`src/rtl/viterbi_pkg.sv`:
```
// Shared trellis definitions for the K=3, rate-1/2 code: sizes, generators,
// FSM encoding, and the single encoder step used by encoder and decoder tables.
package viterbi_pkg;

  localparam int MSG_W_DEF  = 8;
  localparam int CODE_W_DEF = 2 * MSG_W_DEF;

  // Taps are ordered {u, s1, s0}, s1 being the most recent previous bit
  localparam logic [2:0] G0 = 3'b111;
  localparam logic [2:0] G1 = 3'b101;

  typedef enum logic [1:0] {
    IDLE = 2'd0,
    ENC  = 2'd1,
    OUT  = 2'd2
  } state_e;

  typedef struct packed {
    logic       v0;
    logic       v1;
    logic [1:0] next_sreg;
  } step_t;

  function automatic step_t conv_step(input logic       u,
                                      input logic [1:0] sreg,
                                      input logic [2:0] g0,
                                      input logic [2:0] g1);
    step_t r;
    r.v0        = ^(g0 & {u, sreg});
    r.v1        = ^(g1 & {u, sreg});
    r.next_sreg = {u, sreg[1]};
    return r;
  endfunction

endpackage

```
`src/rtl/conv_enc.sv`:
```
// Rate-1/2 K=3 convolutional encoder: serialises a message MSB first into a packed codeword.
// Build option CONV_ENC_STATE_CARRY_EN keeps the trellis state across blocks.
module conv_enc
  import viterbi_pkg::*;
#(
  parameter int         MSG_W   = MSG_W_DEF,
  parameter logic [2:0] G0_POLY = G0,
  parameter logic [2:0] G1_POLY = G1
) (
  input  logic                 clk,
  input  logic                 rst_n,
  input  logic                 in_valid,
  output logic                 in_ready,
  input  logic [MSG_W-1:0]     msg,
  output logic                 out_valid,
  input  logic                 out_ready,
  output logic [2*MSG_W-1:0]   code,
  output logic                 busy,
  output state_e               dbg_state
);

  localparam int CODE_W = 2 * MSG_W;
  localparam int CNT_W  = (MSG_W > 1) ? $clog2(MSG_W) : 1;
  localparam logic [CNT_W-1:0] CNT_LAST = CNT_W'(MSG_W - 1);

  // Handshakes: a transfer happens on a rising edge where valid && ready are both
  // high; in_ready is high only in IDLE, out_valid only in OUT, and the producer
  // holds its data stable while valid is high and ready is low.

  state_e              state_q, state_d;
  logic [MSG_W-1:0]    buf_q, buf_d;
  logic [1:0]          sreg_q, sreg_d;
  logic [CNT_W-1:0]    cnt_q, cnt_d;
  logic [CODE_W-1:0]   code_q, code_d;
  step_t               step;

  always_ff @(posedge clk or negedge rst_n) begin
    if (!rst_n) begin
      state_q <= IDLE;
      buf_q   <= '0;
      sreg_q  <= '0;
      cnt_q   <= '0;
      code_q  <= '0;
    end else begin
      state_q <= state_d;
      buf_q   <= buf_d;
      sreg_q  <= sreg_d;
      cnt_q   <= cnt_d;
      code_q  <= code_d;
    end
  end

  always_comb begin
    state_d = state_q;
    buf_d   = buf_q;
    sreg_d  = sreg_q;
    cnt_d   = cnt_q;
    code_d  = code_q;
    step    = conv_step(buf_q[MSG_W-1], sreg_q, G0_POLY, G1_POLY);
    case (state_q)
      IDLE: begin
        if (in_valid) begin
          buf_d   = msg;
          code_d  = '0;
          cnt_d   = '0;
`ifdef CONV_ENC_STATE_CARRY_EN
          sreg_d  = sreg_q;
`else
          sreg_d  = '0;
`endif
          state_d = ENC;
        end
      end
      ENC: begin
        // Shifting pairs in from the right leaves the first pair at the top after MSG_W steps
        code_d = {code_q[CODE_W-3:0], step.v0, step.v1};
        sreg_d = step.next_sreg;
        buf_d  = buf_q << 1;
        cnt_d  = cnt_q + 1'b1;
        if (cnt_q == CNT_LAST) state_d = OUT;
      end
      OUT: begin
        if (out_ready) state_d = IDLE;
      end
      default: state_d = IDLE;
    endcase
  end

  assign in_ready  = (state_q == IDLE);
  assign out_valid = (state_q == OUT);
  assign busy      = (state_q != IDLE);
  assign code      = code_q;
  assign dbg_state = state_q;

endmodule
```
`config.mk`:
```
export PLATFORM = sky130hd
export DESIGN_NAME = conv_enc
export DESIGN_NICKNAME = d
export VERILOG_FILES = /design/src/rtl/viterbi_pkg.sv /design/src/rtl/conv_enc.sv
export SDC_FILE = /design/constraint.sdc
export NUM_CORES = 1
export LEC_CHECK = 0
export CORE_AREA = 2 2 40 70
export CTS_CLUSTER_SIZE = 10
export DETAILED_ROUTE_END_ITERATION = 10
export DIE_AREA = 0 0 42 72
export DONT_BUFFER_PORTS = 1
export PLACE_DENSITY = 0.8
export SLEW_MARGIN = 20
export SYNTH_ARGS = -nofsm -noshare
export SYNTH_HDL_FRONTEND = slang
export SYNTH_SLANG_ARGS = --single-unit
```
`constraint.sdc`:
```
create_clock -name clk -period 1.68 [get_ports clk]
set_input_delay 0.168 -clock clk [delete_from_list [all_inputs] [get_ports clk]]
set_output_delay 0.168 -clock clk [all_outputs]
set_load 0.01 [all_outputs]
```
# After elaboration in Yosys (flattened, before gate mapping)
# Index checks and enable logic that the tools add are counted.
classes:
  addsub: 1
  eq_ne: 6
  muxes: 12
  n_shift: 0
  bitwise_logic: 0
  order_cmp: 0
  div_mod_pow: 0
  n_mul: 0
  reduce_logical: 7
op_table:
  columns: ["op", "n"]
  rows:
  - ["case mux 16 bit (2 select lines)", 1]
  - ["2-to-1 mux 16 bit", 1]
  - ["case mux 8 bit (2 select lines)", 1]
  - ["2-to-1 mux 2 bit", 4]
  - ["2-to-1 mux 8 bit", 1]
  - ["case mux 2 bit (3 select lines)", 1]
  - ["case mux 3 bit (2 select lines)", 1]
  - ["XOR reduction 3 bit", 2]
  - ["inequality test 2 bit, second input constant", 2]
  - ["case mux 2 bit (2 select lines)", 1]
  - ["nonzero test 2 bit", 2]
  - ["adder 3 x 1 -> 3 bit, second input constant", 1]
  - ["equality test 3 bit, second input constant", 1]
  - ["2-to-1 mux 3 bit", 1]
  - ["AND reduction 3 bit", 1]
  - ["equality test 2 x 1 -> 1 bit, second input constant", 1]
  - ["equality test 2 bit, second input constant", 1]
  - ["logical NOT 2 bit", 1]
  - ["inequality test 2 x 1 -> 1 bit, second input constant", 1]
  - ["AND reduction 2 bit", 1]
totals:
  in_bits: 12
  mem_bits_ro: 0
  ramBits: 0
  latch_bits: 0
  mem_count: 0
  regBits: 31

# Logic depth before layout (Yosys ltp)
depth:
  ltp_word: 3
  mapped_depth: 5
  depth_no_buf: 4

# Least setup slack after synthesis
# Ideal clock, no wire load.
synth_path:
  path_type: "reg-to-reg"
  from: "register state_q[0], in the netlist dbg_state[0]"
  to: "register code_q[11], in the netlist code[11]"
  path_slack_ps: 467
  setup_time_ps: 121
  path_stages_with_launch: 5
  path_buffers: 2
  arrival_ps: 1092
  required_time_ps: 1559
  path_cell_list: "dfrtp_1 > and2b_1 > buf_6 > buf_6 > a22o_1"
synth_via:
  elab_chain_cells: 3
synth_rtl:
  columns: ["item", "line", "source"]
  rows:
  - ["start, declared", "conv_enc.sv:30", "state_e state_q, state_d;"]
  - ["start signal, assigned", "conv_enc.sv:45", "state_q <= state_d;"]
  - ["equality test 2 x 1 -> 1 bit / logical NOT 2 bit (equally long branches)", "conv_enc.sv:60", "case (state_q)"]
  - ["nonzero test 2 bit (no line) / inequality test 2 bit (equally long branches)", null, null]
  - ["AND reduction 2 bit (no line)", null, null]
  - ["end signal, assigned", "conv_enc.sv:49", "code_q <= code_d;"]
  - ["end, declared", "conv_enc.sv:34", "logic [CODE_W-1:0] code_q, code_d;"]
# Several ways; a longest one is shown, not always the timed one.
# A chain may end at the register's enable or synchronous reset.

# Worst setup path in the final report
layout_path:
  from: "register state_q[1], in the netlist dbg_state[1]"
  to: "output busy"
layout_via:
  elab_chain_cells: 1
layout_rtl:
  columns: ["item", "line", "source"]
  rows:
  - ["nonzero test 2 bit", "conv_enc.sv:91", "assign busy = (state_q != IDLE);"]
  - ["end, declared", "conv_enc.sv:18", "output logic busy,"]
# Every way passes these cells.

==> results list <==
- Core area: 2432 um2
- Syn Area/Cell: 12.05 um2
* Width of the die: 42 um
* Pre-CTS worst setup slack: 0.2416 ns
* Max Clock Skew: 0.003959 ns
- FF+latch count, synth: 31
- After legalization and detailed placement, the total HPWL measured 1.535 mm.
- Wire segments on met3 add up to 156 um in the final route.
- The worst setup path is launched from a register.
- Num rows: 24
- Clock tree buffer depth: 2
- In this run the vertical extent of the chip is 72 um.
- The filler cells instantiated in the layout total 179.
- Per-cell via count in the routed design: 6.400
* Slew Limit Headroom: 65.44%
* Total die area: 3024 um2
* Clock share of power: 20.6%
- Registers take 775.7 um2.
- In this design, the stage delay of the slowest critical-path cell is 0.38 ns.
- The initial antenna violation count is 0.
- Summing internal, switching and leakage power gives 0.002814 W.
* Worst Max-Slew Pin Slew: 0.5165 ns
- Switching power as a share of total power: 36.67%
- Counting every instance in the synthesized netlist gives 109.
- Status: finished, final reports clean
- For this block, the via count after detailed routing is 896.
- Clock network latency to the later pin of the worst-skew pair: 0.28 ns
* Upper clock frequency limit: 0.6791 GHz
- Post-Route Setup TNS: 0 ns
- After detailed routing, the average wire length per cell comes to 16.67 um.
* Crit path cell chain: buf_4, nor2_1, inv_1
* Number of inserted diodes: 0
- CTS Sinks: 31
- Clock-pin slew was measured on the worst setup and hold paths at 0.06 ns.
* Final critical path time including I/O delays and setup: 1.472 ns
- The worst setup path is captured at a primary output.
* Share of total power in sequential cells: 50.2%
* Number of unique standard cell types used by synthesis: 20
* Clock buffer count from CTS: 5
- # setup viols final: 0
* Period utilization: 87.65%
* First-pass iteration count of the detailed router: 4
* Pwr Density: 1964 nW/um2
- Maximum VDD drop: 0.9876 mV
- The analysis attributes to cell leakage a power of 0.6838 nW.
- In the final routing, the length of wire on met1 measures 1.020 mm.
* Switching Power: 0.001032 W
- Largest driver fanout on the critical path: 20
* Root buffer cell: sky130_fd_sc_hd__clkbuf_8
- CTS H-tree depth: 2
- For this block, the initial DRC count from the detailed router was 24.
* Met2 Routed Length: 1.083 mm
* Hold violation total from the final report: 0
- Warning count from the yosys run: 0
- Maximum number of pins on one net before global-route repair: 32
- The largest individual stage delay along the critical path comes from the cell sky130_fd_sc_hd__dfrtp_1.
* Part of the total power dissipated in combinational logic: 29.2%
- Relative to the synthesized area, the layout overhead comes to 9.047%.
- Max Slew Vio Count: 0
- At the worst endpoint, the arrival time is 1.30 ns.
* Starting density of the core: 54.01%
- Vias in the first global route: 823
- The critical path contains buffers and inverters numbering 2 combined.
* GR Util All Layers: 17.76%
* Final weighted congestion in routability-driven placement: 0.6727
- Mapped cell area: 1314 um2
* Number of nets in the layout: 128
* Total wire length: 2.334 mm
- Least setup slack across all paths after layout: 0.2075 ns
- The path class of the tightest hold or removal check is input pin to register.
- The highest layer touched by signal routing is met4.
* RSZ-0062 raised after global routing: no
- The internal portion of the total power is 0.001782 W.
- CTS tree: built
* Top Family by Delay on Critical Path: flip-flops
* Wire length of the first global-routing pass: 3.981 mm
- Number of top-level pins: 33
- The critical path in this run is classified as register to primary output.
- Proportion of layout cells with a drive suffix above 1: 9.649%
- Summing all multi-input logic gate instances after layout gives 469.2 um2.
- Number of DRC violations after detailed routing: 0
- Synthesized netlist net count: 123
* Required time at the worst-slack endpoint: 1.51 ns
- Remaining antenna violation count after routing: 0
* Buffers added on ports: 0
- Total global routing overflow: 0
- Number of maximum-capacitance violations: 0
- Sequential cells were found to cover 59.05% of the synthesized design area.
- Final hold analysis gives a worst-case slack of 0.04713 ns.
[layout make-up]
cell class | count | share of cell area (%)
Sequential cell | 31 | 54.15
Multi-Input combinational cell | 67 | 32.75
Clock buffer | 6 | 5.764
Timing Repair Buffer | 5 | 3.668
Tap cell | 26 | 2.271
Inverter | 4 | 1.048
Clock inverter | 1 | 0.3493
[layout by cell type (no fill, tap or decap)]
cell / count
sky130_fd_sc_hd__a21oi_1: 1
sky130_fd_sc_hd__a221o_1: 6
sky130_fd_sc_hd__a22o_1: 19
sky130_fd_sc_hd__a22oi_1: 1
sky130_fd_sc_hd__a32oi_1: 1
sky130_fd_sc_hd__and2b_1: 2
sky130_fd_sc_hd__buf_12: 1
sky130_fd_sc_hd__buf_4: 3
sky130_fd_sc_hd__clkbuf_8: 6
sky130_fd_sc_hd__clkinv_2: 1
sky130_fd_sc_hd__dfrtp_1: 31
sky130_fd_sc_hd__dlygate4sd3_1: 1
sky130_fd_sc_hd__ha_1: 2
sky130_fd_sc_hd__inv_1: 4
sky130_fd_sc_hd__nand2_1: 12
sky130_fd_sc_hd__nand2b_1: 8
sky130_fd_sc_hd__nor2_1: 2
sky130_fd_sc_hd__o21ai_0: 6
sky130_fd_sc_hd__o21ai_1: 3
sky130_fd_sc_hd__o21bai_1: 1
sky130_fd_sc_hd__o311ai_0: 1
sky130_fd_sc_hd__xnor2_1: 1
sky130_fd_sc_hd__xor2_1: 1
[logic make-up after synthesis]
| group | after synthesis | share of synthesized area [%] |
|---|---|---|
| flops | 31 | 59.05 |
| buf+inv | 11 | 5.238 |
| xor+xnor | 2 | 1.334 |
| fa+ha+maj | 2 | 1.904 |
| simple gates | 24 | 8.952 |
| compound gates | 39 | 23.52 |
[state kept, by name, summed over array words and instances, names as in the netlist]
signal     cells
buf_q          8
cnt_q          3
sreg_q         2
dbg_state      2
code          16
[worst reg2reg max path, stage by stage, from the launching register on]
cell	delay, ns
sky130_fd_sc_hd__dfrtp_1	0.49
sky130_fd_sc_hd__and2b_1	0.36
sky130_fd_sc_hd__buf_4	0.30
sky130_fd_sc_hd__inv_1	0.10
sky130_fd_sc_hd__o21ai_1	0.14
[power groups by stage]
stage	sequential (W)	combinational [W]	clock [W]
detailed placement	0.00143	0.000808	0
floorplan	0.00135	0.000747	0
global route	0.00147	0.000926	0.000626
finish	0.00141	0.000822	0.000579
global placement	0.00142	0.000767	0
CTS	0.00142	0.000826	0.000599
[routing by layer]
metal	vias up	GRT usage (%)
met4	0	11.83
met5	-	0
met2	41	25.52
li1	406	-
met3	7	7.463
met1	442	21.59
[through the flow]
stage | area (um2) | instances | util (%)
2_1_floorplan | 1314 | 109 | -
3_3_place_gp | 1315 | 131 | 54.06
3_5_place_dp | 1315 | 131 | 54.06
4_1_cts | 1433 | 140 | 58.90
5_1_grt | 1433 | 140 | 58.90
6_report | 1433 | 140 | 58.90
[cells in the mapped netlist]
master                     count  share of area [%]
sky130_fd_sc_hd__nand2_1      12                3.4
sky130_fd_sc_hd__a22o_1       19                 13
sky130_fd_sc_hd__o311ai_0      1               0.67
sky130_fd_sc_hd__o21ai_1       3                1.1
sky130_fd_sc_hd__nor2_1        2               0.57
sky130_fd_sc_hd__buf_6         3                2.6
sky130_fd_sc_hd__inv_1         4                1.1
sky130_fd_sc_hd__o21bai_1      1               0.57
sky130_fd_sc_hd__a21oi_1       1               0.38
sky130_fd_sc_hd__a32oi_1       1               0.67
sky130_fd_sc_hd__xor2_1        1               0.67
sky130_fd_sc_hd__and2b_1       2                1.1
sky130_fd_sc_hd__xnor2_1       1               0.67
sky130_fd_sc_hd__nand2b_1      8                3.8
sky130_fd_sc_hd__a221o_1       6                4.6
sky130_fd_sc_hd__ha_1          2                1.9
sky130_fd_sc_hd__dfrtp_1      31                 59
sky130_fd_sc_hd__o21ai_0       6                2.3
sky130_fd_sc_hd__a22oi_1       1               0.57
sky130_fd_sc_hd__buf_2         4                1.5
[what timing repair did]
| action | 4_1_cts | 5_1_grt |
|---|---|---|
| hold endpoints to repair | 31 | 0 |
| endpoints found under the setup margin | 0 | 0 |
| hold buffers | 2 | 0 |
| buffers inserted | 0 | 0 |
| gates resized for setup | 0 | 0 |
[final timing paths]
kind                         startpoint  cells after the start  slack, ns       end
hold reg to reg                cnt_q[0]                      1       0.50  cnt_q[0]
min in group asynchronous         rst_n                      2       0.32   code[6]
setup reg to reg           dbg_state[0]                      4       0.22   code[1]
max in group asynchronous         rst_n                      2       1.19  code[13]
hold / removal                   msg[0]                      2       0.05  buf_q[0]
setup / recovery           dbg_state[1]                      3       0.21      busy
No activity file was read; power rests on OpenSTA's default activity.
